**src/rtl/prio_enc_pkg.sv**
```systemverilog
// Shared constants and elaboration-time helpers for the pipelined priority encoder tree.
// Offsets place every tree level in one flat vector so each level is sized exactly to its node count.
package prio_enc_pkg;

  localparam int MAX_WIDTH  = 256;
  localparam int NODE_ANY   = 1;
  localparam int NODE_MULTI = 1;

  function automatic int clog4(input int n);
    int r;
    r = 0;
    for (int v = 1; v < n; v = v * 4) r++;
    return r;
  endfunction

  // Index width produced by tree level l (1-based).
  function automatic int lvl_idx_w(input int l);
    return 2 * l;
  endfunction

  function automatic bit width_ok(input int w);
    return (w >= 4) && (w <= MAX_WIDTH) && ((1 << (2 * clog4(w))) == w);
  endfunction

  // Merge nodes in tree level l (0-based).
  function automatic int lvl_nodes(input int w, input int l);
    return w >> (2 * (l + 1));
  endfunction

  function automatic int any_off(input int w, input int l);
    int s;
    s = 0;
    for (int k = 0; k < l; k++) s += lvl_nodes(w, k) * NODE_ANY;
    return s;
  endfunction

  function automatic int idx_off(input int w, input int l);
    int s;
    s = 0;
    for (int k = 0; k < l; k++) s += lvl_nodes(w, k) * lvl_idx_w(k + 1);
    return s;
  endfunction

endpackage

```
**src/rtl/prio_enc_node4.sv**
```systemverilog
// Combinational 4:1 merge node: picks the highest or lowest child with a request and prefixes its slot number.
// Zero latency; no flow control of its own.
module prio_enc_node4
  import prio_enc_pkg::*;
#(
  parameter int  CHILD_IDX_W = 0,
  localparam int CIW_S       = (CHILD_IDX_W == 0) ? 1 : CHILD_IDX_W,
  localparam int P_W         = CHILD_IDX_W + 2
) (
  input  logic               sel_lsb_first,
  input  logic [3:0]         c_any,
  input  logic [3:0]         c_multi,
  input  logic [4*CIW_S-1:0] c_idx,
  output logic               p_any,
  output logic               p_multi,
  output logic [P_W-1:0]     p_idx
);

  logic [1:0] w;
  logic [2:0] cnt;

  always_comb begin
    w = 2'd0;
    if (sel_lsb_first) begin
      for (int k = 3; k >= 0; k--) if (c_any[k]) w = 2'(k);
    end else begin
      for (int k = 0; k < 4; k++) if (c_any[k]) w = 2'(k);
    end
    cnt = {2'b0, c_any[0]} + {2'b0, c_any[1]} + {2'b0, c_any[2]} + {2'b0, c_any[3]};
    p_any   = |c_any;
    p_multi = (|c_multi) | (cnt >= 3'd2);
  end

  if (CHILD_IDX_W == 0) begin : g_leaf
    logic unused_idx;
    assign unused_idx = ^c_idx;
    assign p_idx      = p_any ? w : 2'b00;
  end else begin : g_inner
    logic [CHILD_IDX_W-1:0] c_sel;
    assign c_sel = c_idx[int'(w)*CHILD_IDX_W +: CHILD_IDX_W];
    assign p_idx = p_any ? {w, c_sel} : '0;
  end

endmodule

```
**src/rtl/prio_encoder_pipe.sv**
```systemverilog
// Pipelined radix-4 priority encoder: one register bank per tree level, LEVELS cycles of latency, 1 vector/cycle.
// Backpressure: a single enable (!out_valid | out_ready) advances or freezes every stage, bubbles included.
module prio_encoder_pipe
  import prio_enc_pkg::*;
#(
  parameter int  WIDTH = 16,
  localparam int IDX_W = $clog2(WIDTH)
) (
  input  logic             clk,
  input  logic             rst,
  input  logic             in_valid,
  output logic             in_ready,
  input  logic [WIDTH-1:0] in_req,
  input  logic             in_lsb_first,
  output logic             out_valid,
  input  logic             out_ready,
  output logic [IDX_W-1:0] out_idx,
  output logic             out_any,
  output logic             out_multi
);

  localparam int LEVELS  = clog4(WIDTH);
  localparam int ANY_TOT = any_off(WIDTH, LEVELS);
  localparam int IDX_TOT = idx_off(WIDTH, LEVELS);

  if (!width_ok(WIDTH)) begin : g_bad_width
    $error("prio_encoder_pipe: WIDTH must be a power of 4 in 4..256");
  end

  logic               en;
  logic [LEVELS-1:0]  vld_d, vld_q;
  logic [LEVELS-1:0]  lsb_d, lsb_q;
  logic [ANY_TOT-1:0] any_d, any_q;
  logic [ANY_TOT-1:0] multi_d, multi_q;
  logic [IDX_TOT-1:0] idx_d, idx_q;

  // The last stage's direction bit has no consumer; it exists only to keep the shift uniform.
  logic unused_lsb;
  assign unused_lsb = lsb_q[LEVELS-1];

  assign en       = !vld_q[LEVELS-1] | out_ready;
  assign in_ready = en;

  always_comb begin
    vld_d    = '0;
    lsb_d    = '0;
    vld_d[0] = in_valid;
    lsb_d[0] = in_lsb_first;
    for (int l = 1; l < LEVELS; l++) begin
      vld_d[l] = vld_q[l-1];
      lsb_d[l] = lsb_q[l-1];
    end
  end

  for (genvar l = 0; l < LEVELS; l++) begin : g_lvl
    localparam int N   = lvl_nodes(WIDTH, l);
    localparam int CW  = lvl_idx_w(l);
    localparam int AO  = any_off(WIDTH, l);
    localparam int IO  = idx_off(WIDTH, l);
    localparam int PAO = any_off(WIDTH, l - 1);
    localparam int PIO = idx_off(WIDTH, l - 1);

    for (genvar n = 0; n < N; n++) begin : g_node
      logic [3:0]                        c_any;
      logic [3:0]                        c_multi;
      logic [4*((CW == 0) ? 1 : CW)-1:0] c_idx;
      logic                              sel;

      if (l == 0) begin : g_src_req
        assign c_any   = in_req[4*n +: 4];
        assign c_multi = 4'b0000;
        assign c_idx   = '0;
        assign sel     = in_lsb_first;
      end else begin : g_src_reg
        assign c_any   = any_q[PAO + 4*n +: 4];
        assign c_multi = multi_q[PAO + 4*n +: 4];
        assign c_idx   = idx_q[PIO + 4*n*CW +: 4*CW];
        assign sel     = lsb_q[l-1];
      end

      prio_enc_node4 #(
        .CHILD_IDX_W (CW)
      ) u_node (
        .sel_lsb_first (sel),
        .c_any         (c_any),
        .c_multi       (c_multi),
        .c_idx         (c_idx),
        .p_any         (any_d[AO + n]),
        .p_multi       (multi_d[AO + n]),
        .p_idx         (idx_d[IO + n*(CW+2) +: CW+2])
      );
    end
  end

  always_ff @(posedge clk) begin
    if (rst) begin
      vld_q   <= '0;
      lsb_q   <= '0;
      any_q   <= '0;
      multi_q <= '0;
      idx_q   <= '0;
    end else if (en) begin
      vld_q   <= vld_d;
      lsb_q   <= lsb_d;
      any_q   <= any_d;
      multi_q <= multi_d;
      idx_q   <= idx_d;
    end
  end

  assign out_valid = vld_q[LEVELS-1];
  assign out_any   = any_q[ANY_TOT-1];
  assign out_multi = multi_q[ANY_TOT-1];
  assign out_idx   = idx_q[IDX_TOT-1 -: IDX_W];

endmodule

```
**config.mk**
```make
export PLATFORM = sky130hd
export DESIGN_NAME = prio_encoder_pipe
export DESIGN_NICKNAME = d
export VERILOG_FILES = /design/src/rtl/prio_enc_pkg.sv /design/src/rtl/prio_enc_node4.sv /design/src/rtl/prio_encoder_pipe.sv
export SDC_FILE = /design/constraint.sdc
export NUM_CORES = 1
export LEC_CHECK = 0
export ABC_AREA = 0
export BUFFER_PORTS_ARGS = -buffer_cell sky130_fd_sc_hd__buf_2
export CAP_MARGIN = 20
export CORE_MARGIN = 5
export CORE_UTILIZATION = 48
export DETAILED_ROUTE_END_ITERATION = 10
export GPL_TIMING_DRIVEN = 0
export PLACE_DENSITY_LB_ADDON = 0.2
export SYNTH_ARGS = -nofsm -noshare
export SYNTH_HDL_FRONTEND = slang
export SYNTH_SLANG_ARGS = --single-unit
```
**constraint.sdc**
```tcl
create_clock -name clk -period 1.58 [get_ports clk]
set_input_delay 0.158 -clock clk [delete_from_list [all_inputs] [get_ports clk]]
set_output_delay 0.158 -clock clk [all_outputs]
set_load 0.02 [all_outputs]
```
==> results.json, run 1 <==
{
  "status": "completed",
  "ys_warn_count": 0,
  "grt_overflow": 0,
  "cts_hold_buffers": 0,
  "setup_slack_ps": 2.38,
  "cp.required_ps": 1820,
  "cp_slowest_stage_delay_ps": 520,
  "startpoint_type": "flip-flop",
  "dpl_cell_area_um2": 1510,
  "setup_viol": 0,
  "yosys-top-cells-area": "dfxtp_1 (37%), ha_1 (14%), nor2_1 (7.9%)",
  "syn-num-nets": 195,
  "swShare_pct": 30.8,
  "rows": 19,
  "ys_seq_elements": 25,
  "cts.sinks": 25,
  "period_share_pct": 99.8,
  "synth-async-reset-ratio_pct": 0,
  "power.net_switching_w": 0.000412,
  "area_delta_synth_final_pct": 22.9,
  "first_iter_violations": 77,
  "antennaDiodeCount": 0,
  "max_cap_violations": 0,
  "io_buffers": 27,
  "cp_slowest_cell": "mux4_2",
  "dieHeight_um": 62.8,
  "via_count": 1286,
  "dr.pass1.iters": 4,
  "r2r_setup_slack_ps": 2,
  "worstMarginPinSlew_ps": 513,
  "clock-root-buffer": "clkbuf_4",
  "place_ws_ps": -226,
  "core-area_um2": 2710,
  "total_power_w": 0.00134,
  "clk_latency_ps": 330,
  "drc": 0,
  "drv_slew": 0,
  "ir_worst_vdd_v": 0.000577,
  "intPower_w": 0.000924,
  "path_clk_slew_ps": 150,
  "synth-simple-area-share_pct": 15.6,
  "critical_path_buf_inv_count": 1,
  "netlist_area_um2": 1340,
  "fillers": 270,
  "p_leak_nw": 0.771,
  "stdcell_area_um2": 1650,
  "cts_buffers": 3,
  "finalHoldViolCount": 0,
  "gp_congestion": 0.788,
  "arrival_ps": 1810,
  "synthMuxAreaShare_pct": 3.64,
  "drive_gt1_share_pct": 28.9,
  "grt_start_max_net_pins": 16,
  "clock_path_buffers": 2,
  "post_drt_wl_per_cell_um": 14.9,
  "yosys.area.top_type": "dfxtp_1",
  "synthAdderAreaFrac_pct": 14.0,
  "synth_top_area_share_pct": 37.4,
  "finalSetupTns_ps": 0,
  "grt_usage_pct": 17.8,
  "grt_pass1_vias": 1263,
  "path_cells": "inv_2 -> a21oi_2 -> o22a_1 -> mux4_2 -> a22o_1",
  "synth_xor_area_share_pct": 0,
  "cp-end-kind": "flip-flop",
  "wl_um": 3410,
  "nets": 234,
  "seqPwrFrac_pct": 53.9,
  "cts_tree": "yes",
  "synth_compound_area_share_pct": 23.2,
  "synth-edff-count": 0,
  "syn_inst": 159,
  "cts-htree-levels": 1,
  "powerDensity_nw_per_um2": 812,
  "hpwl_um": 2590,
  "cp_max_fo": 3,
  "antenna_found_initial": 0,
  "rsz0062_at_grt": "true",
  "start_util_pct": 49.4,
  "fin_crit_ps": 1580,
  "synth_cell_type_count": 26,
  "hp-class": "input pin to flip-flop",
  "final.setup_skew_ps": 9.19,
  "ys.flop_type": "dfxtp_1",
  "postSynthAreaPerCell_um2": 8.42,
  "max_freq_mhz": 634,
  "synth_top_family_by_area": "compound AO/OA/AOI/OAI gates",
  "ant_nets": 0,
  "power.share.clock_pct": 22.5,
  "vias_per_cell": 5.64,
  "max_slew_margin_pct": 65.7,
  "ys_seq_area_share_pct": 37.4,
  "pwr-share-comb_pct": 23.5,
  "crit_family": "compound AO/OA/AOI/OAI gates",
  "dieArea_um2": 3950,
  "pin_count": 29,
  "grt_pass1_wl_um": 5690,
  "worstSetupPathType": "flip-flop to flip-flop",
  "fp.dieW_um": 62.8
}
## sequential cells by signal, summed over array words and instances (netlist names)
signal and count:
multi_q 5, vld_q 2, any_q 5, idx_q 12
lsb_q 1
## path summary, 6_finish.rpt
| kind | start | end | cells after the start |
|---|---|---|---|
| setup / recovery | any_q[1] | idx_q[9] | 5 |
| hold / removal | in_valid | vld_q[0] | 3 |
| setup reg to reg | any_q[1] | idx_q[9] | 5 |
| hold reg to reg | vld_q[0] | vld_q[0] | 2 |
## area by class of cell
cell class | count | area [um2] | share of cell area (%)
multi-input combinational | 113 | 767 | 46.6
inverter | 13 | 48.8 | 2.97
sequential | 25 | 512 | 31.1
clock inverter | 1 | 7.51 | 0.456
tap | 31 | 38.8 | 2.36
clock buffer | 3 | 22.5 | 1.37
timing repair buffer | 34 | 194 | 11.8
buffer | 8 | 55.1 | 3.35
## cells in the mapped netlist (all sizes together) (2+ instances only)
cell type  number
a2111oi         7
nor4            2
a22o            2
inv            13
a311oi          5
nor3            7
nor2           28
a21oi          20
o21ai           3
a211oi          2
clkbuf          4
mux4            2
ha             15
nand2          10
dfxtp          25
buf             4
o221ai          3
## kinds of logic (layout without fill, tap and decap cells)
logic type | Yosys count | after routing
buffers and inverters | 21 | 59
and+or+nand+nor | 50 | 50
DFF | 25 | 25
AOI/OAI and AO/OA | 46 | 46
adders and majority gates | 15 | 15
muxes | 2 | 2
## stage by stage
step	hold WS [ps]	utilization [%]	instances
2_1_floorplan	298	-	159
3_3_place_gp	411	55.8	217
3_5_place_dp	414	55.8	217
4_1_cts	53.6	58.9	224
5_1_grt	48.0	60.7	228
6_report	60.0	60.7	228
## repair_timing
action	4_1_cts	5_1_grt
gates resized for setup	13	16
hold endpoints to repair	0	0
setup buffers	3	4
pin swaps	1	3
endpoints found under the setup margin	5	15
## power by group through the flow
stage	clock [W]	sequential (W)	combinational (W)
3_3_place_gp	0	0.000729	0.000273
3_5_place_dp	0	0.000732	0.000285
5_1_grt	0.000337	0.000728	0.000353
6_report	0.000301	0.000720	0.000315
4_1_cts	0.000306	0.000719	0.000303
2_1_floorplan	0	0.000742	0.000165
## metal layers
layer | global-route usage, % | part of all wire (%) | wire length [um]
met5 | 0 | 0 | 0
met4 | 7.43 | 1.6 | 56
met3 | 2.34 | 4.9 | 168
met2 | 30.8 | 50 | 1700
met1 | 21.8 | 43 | 1480
## worst register-to-register path, delay by kind of cell, from the launching register on
kind / cells / cell delay [ps]
buf+inv: 1 / 60
compound gates: 3 / 530
mux: 1 / 520
flops: 1 / 370
## cells in the final DEF, fill, tap and decap left out, drive strengths merged
master | synthesis | final
nand2 | 10 | 10
mux4 | 2 | 2
a2111oi | 7 | 7
o221ai | 3 | 3
o22a | 1 | 1
ha | 15 | 15
clkbuf | 4 | 7
nor2 | 28 | 28
o211ai | 1 | 1
buf | 4 | 38
nor3 | 7 | 7
o21ai | 3 | 3
dfxtp | 25 | 25
clkinvlp | 0 | 1
a22o | 2 | 2
a21oi | 20 | 20
a311oi | 5 | 5
inv | 13 | 13
and3 | 1 | 1
nor4 | 2 | 2
a211oi | 2 | 2
nor2b | 1 | 1
a22oi | 1 | 1
a21o | 1 | 1
nand2b | 1 | 1
Note: power is estimated with default switching activity, not from simulation.
==> inputs of run 2 (changes only) <==
CORE_UTILIZATION = 40   (was 48)
REMOVE_ABC_BUFFERS = 1   (was default)
==> run 2 against run 1 <==
Effect of this change:
- critical path depth unchanged
- power down 2.0%
- critical path type unchanged
- sequential cell count unchanged
- worst hold slack better by 8.1 ps
- via count down 0.23%
- global-route usage down 2.6 points
- clock skew up 1.3 ps
- utilization down 10 points
- largest cell class unchanged
- clock power down 9.3%
- sequential power about the same
==> results.json, run 2 (synthesized netlist as in run 1, its figures left out) <==
{
  "status": "completed",
  "io_buffers": 28,
  "nets": 229,
  "layout_commonest_cell": "nor2_1",
  "core-area_um2": 3280,
  "max_cap_violations": 0,
  "rows": 21,
  "top_register": "idx_q",
  "drv_slew": 0,
  "cp-end-kind": "flip-flop",
  "start_util_pct": 40.8,
  "largest_reg_flops": 12,
  "cts_hold_buffers": 0,
  "arrival_ps": 1770,
  "post_drt_wl_per_cell_um": 14.3,
  "total_power_w": 0.00131,
  "vias_per_cell": 5.39,
  "clk_latency_ps": 310,
  "cts-htree-levels": 1,
  "dieArea_um2": 4600,
  "fin_crit_ps": 1540,
  "finalHoldViolCount": 0,
  "rsz0062_at_grt": "true",
  "antennaDiodeCount": 0,
  "whs_ps": 68.1,
  "worstSetupPathType": "flip-flop to flip-flop",
  "fillers": 321,
  "cts.sinks": 25,
  "r2r_cells": 5,
  "period_share_pct": 97.7,
  "grt_usage_pct": 15.2,
  "grt_pass1_vias": 1204,
  "hpwl_um": 2470,
  "ant_nets": 0,
  "p_leak_nw": 0.764,
  "drive_gt1_share_pct": 28.6,
  "worstMarginPinSlew_ps": 486,
  "grt_pass1_wl_um": 5290,
  "place_ws_ps": -808,
  "grt_start_max_net_pins": 26,
  "antenna_found_initial": 0,
  "drc": 0,
  "hp-class": "input pin to flip-flop",
  "area_delta_synth_final_pct": 23.7,
  "gp_congestion": 0.805,
  "via_count": 1283,
  "clock_path_buffers": 2,
  "multiInputGateArea_um2": 792,
  "max_freq_mhz": 648,
  "first_iter_violations": 44,
  "finalSetupTns_ps": 0,
  "max_slew_margin_pct": 66.7,
  "final.setup_skew_ps": 10.5,
  "cts_tree": "yes",
  "path_clk_slew_ps": 130,
  "powerDensity_nw_per_um2": 790,
  "fp.dieW_um": 67.9,
  "startpoint_type": "flip-flop",
  "dieHeight_um": 67.9,
  "cp.required_ps": 1800,
  "wl_um": 3390,
  "reg.largest.list": "idx_q x12, any_q x5, multi_q x5",
  "pin_count": 29,
  "setup_viol": 0,
  "setup_slack_ps": 36.9,
  "ir_worst_vdd_v": 0.000489,
  "seqCellArea_um2": 505,
  "final_cell_mix": "nor2_1 (28), buf_2 (27), dfxtp_1 (21), a21oi_1 (18), ha_1 (15)",
  "grt_overflow": 0,
  "worstHoldPathCells": 3,
  "cp_max_fo": 4,
  "cts_buffers": 3,
  "clock-root-buffer": "clkbuf_4",
  "dr.pass1.iters": 4
}
-- run 2: changes by cell type in the layout (fill, tap and decap cells not counted), moves of 2 or more --
cell and change:
clkbuf_1 -2, a2111oi_0 -2, dfxtp_4 -2, clkbuf_2 -2, a2111oi_2 +2
-- run 2: final timing paths --
path	slack (ps)	end	start
hold / removal	70	vld_q[0]	in_valid
setup reg to reg	40	idx_q[9]	any_q[1]
hold reg to reg	470	vld_q[0]	vld_q[0]
setup / recovery	40	idx_q[9]	any_q[1]
-- run 2: area by class of cell --
class                           instances  area share, %
Clock buffer                            3           1.36
Clock inverter                          1          0.302
Inverter                               13           3.17
Multi-Input combinational cell        113           47.8
Sequential cell                        25           30.5
Tap cell                               46           3.47
Timing Repair Buffer                   36           12.9
Timing Repair inverter                  1          0.453
-- run 2: repair_timing --
| action | in CTS | in global routing |
|---|---|---|
| endpoints found under the setup margin | 23 | 7 |
| setup buffers | 5 | 2 |
| gates resized for setup | 10 | 13 |
| cloned | 1 | 0 |
| pin swaps | 1 | 3 |
-- run 2: routing by layer --
metal | share of wire (%) | vias up | routed length, um | global-route usage (%)
met5 | 0 | - | 0 | 0
met2 | 50 | 37 | 1700 | 27.3
met4 | 2.4 | 0 | 80 | 5.21
met1 | 42 | 593 | 1420 | 17.2
met3 | 5.7 | 8 | 194 | 4.11
li1 | - | 645 | - | -
-- run 2: stage by stage --
stage               cell area, um2  cells  utilization, %
finish                        1660    238            50.4
global route                  1660    238            50.4
CTS                           1610    236            49.0
detailed placement            1510    226            46.1
global placement              1500    225            45.8
floorplan                     1310    151               -
-- run 2: worst max-delay path, stage by stage, from the launching register on --
cell	delay, ps
dfxtp_2	380
inv_2	60
a21oi_2	130
o22a_1	180
mux4_2	510
a22o_1	210
-- run 2: power by group --
group          leakage [nW]  switching, W  internal [W]  total [W]
logic                 0.537      0.000172      0.000142   0.000314
clock network        0.0177      0.000178     0.0000945   0.000273
registers             0.209     0.0000365      0.000686   0.000722
total                 0.764      0.000387      0.000922    0.00131
==> inputs of run 3 (changes only) <==
CORE_UTILIZATION = 48   (was 40)
==> run 3 against run 2 <==
Effect of this change:
- sequential cell count unchanged
- non-clock buffer count is 2 higher
- global-route usage is 2.2 points higher
- clock skew fell by 2.3 ps
- final area shrank 0.53%
- critical path type unchanged
- critical endpoint unchanged
- largest cell class unchanged
- largest power group unchanged
- highest routed layer unchanged
==> results.json, run 3 (synthesized netlist as in run 1, its figures left out) <==
{
  "status": "completed",
  "clock_path_buffers": 2,
  "drive_gt1_share_pct": 29.9,
  "grt_usage_pct": 17.4,
  "worstSetupPathType": "flip-flop to flip-flop",
  "worstMarginPinSlew_ps": 510,
  "io_buffers": 28,
  "final_util_pct": 60.8,
  "path_clk_slew_ps": 150,
  "first_iter_violations": 45,
  "hp-class": "input pin to flip-flop",
  "dp.cells": 211,
  "drc": 0,
  "gp_congestion": 0.750,
  "antennaDiodeCount": 0,
  "cts_hold_buffers": 0,
  "dieArea_um2": 3950,
  "setup_viol": 0,
  "cp_max_fo": 3,
  "dpl_cell_area_um2": 1500,
  "period_share_pct": 99.0,
  "stdcell_area_um2": 1650,
  "cts-htree-levels": 1,
  "cp.required_ps": 1810,
  "arrival_ps": 1800,
  "cts.sinks": 25,
  "min_to": "vld_q[0]",
  "fillers": 254,
  "cp-end-kind": "flip-flop",
  "largest_reg_flops": 12,
  "finalHoldViolCount": 0,
  "dr.pass1.iters": 4,
  "min_from": "in_valid",
  "powerDensity_nw_per_um2": 807,
  "clock-root-buffer": "clkbuf_4",
  "dieHeight_um": 62.8,
  "setup_slack_ps": 15.1,
  "cts_buffers": 3,
  "cts_tree": "yes",
  "startpoint_type": "flip-flop",
  "worstHoldPathCells": 3,
  "rsz0062_at_grt": "true",
  "ir_worst_vdd_v": 0.000521,
  "clk_latency_ps": 320,
  "ant_nets": 0,
  "p_leak_nw": 0.763,
  "rows": 19,
  "r2r_cells": 5,
  "final_cells": 225,
  "area_delta_synth_final_pct": 23.1,
  "r2r_setup_slack_ps": 20,
  "top_register": "idx_q",
  "pin_count": 29,
  "grt_pass1_wl_um": 5660,
  "drv_slew": 0,
  "grt_start_max_net_pins": 26,
  "max_cap_violations": 0,
  "layout_commonest_cell": "nor2_1",
  "final.setup_skew_ps": 8.17,
  "final_cell_mix": "nor2_1 (28), buf_2 (27), dfxtp_1 (20), a21oi_1 (18), ha_1 (15)",
  "nets": 231,
  "antenna_found_initial": 0,
  "grt_overflow": 0,
  "grt_pass1_vias": 1263,
  "max_slew_margin_pct": 65.1,
  "fin_crit_ps": 1560,
  "hpwl_um": 2310,
  "start_util_pct": 49.4,
  "core-area_um2": 2710,
  "r2r_start": "any_q[1]",
  "via_count": 1275,
  "wl_um": 3300,
  "post_drt_wl_per_cell_um": 14.6,
  "reg.largest.list": "idx_q x12, any_q x5, multi_q x5",
  "max_freq_mhz": 639,
  "r2r_end": "idx_q[9]",
  "place_ws_ps": -848,
  "fp.dieW_um": 62.8,
  "vias_per_cell": 5.67,
  "whs_ps": 64.1
}
-- run 3: cell type report --
| type | count | area [um2] | share of cell area [%] |
|---|---|---|---|
| Tap cell | 31 | 38.8 | 2.35 |
| Timing Repair inverter | 1 | 7.51 | 0.456 |
| Inverter | 13 | 52.6 | 3.19 |
| Clock buffer | 3 | 22.5 | 1.37 |
| Clock inverter | 1 | 7.51 | 0.456 |
| Multi-Input combinational cell | 113 | 782 | 47.5 |
| Sequential cell | 25 | 512 | 31.1 |
| Timing Repair Buffer | 38 | 225 | 13.7 |
-- run 3: report_power, final --
group | switching, W | internal (W) | total [W]
clock | 0.000199 | 0.0000966 | 0.000295
combinational | 0.000170 | 0.000142 | 0.000312
sequential | 0.0000380 | 0.000685 | 0.000723
-- run 3: what timing repair did --
action | CTS | global route
buffers inserted | 6 | 3
endpoints found under the hold margin | 0 | 0
endpoints found under the setup margin | 24 | 7
gates cloned | 1 | 0
gates resized for setup | 12 | 13
pin swaps | 2 | 1
-- run 3: critical path, cell delays in order (launching register included) --
cell and delay (ps):
dfxtp_2 380, inv_2 60, a21oi_2 120, o22a_1 190, mux4_2 510, a22o_1 220
-- run 3: how the worst max path moves through the flow --
stage,startpoint,to,slack (ps),cells past startpoint
2_1_floorplan,vld_q[1],idx_q[1],-850,5
3_3_place_gp,vld_q[1],idx_q[3],-1460,5
3_5_place_dp,vld_q[1],idx_q[3],-850,6
4_1_cts,any_q[1],idx_q[9],20,5
5_1_grt,any_q[1],idx_q[9],-40,5
6_report,any_q[1],idx_q[9],20,5
-- run 3: per-layer routing --
metal	GRT usage [%]	up-vias	share of wire (%)
li1	-	642	-
met1	21.8	605	45
met2	29.5	26	50
met3	3.78	2	4.5
met4	5.57	0	0.64
met5	0	-	0
-- run 3: stage by stage --
step	total power (W)	setup TNS [ps]
after global placement	0.000992	-24520
final	0.00133	0
after CTS	0.00133	0
after global routing	0.00142	-46.6
after detailed placement	0.00101	-11070
after floorplan	0.000897	-13020
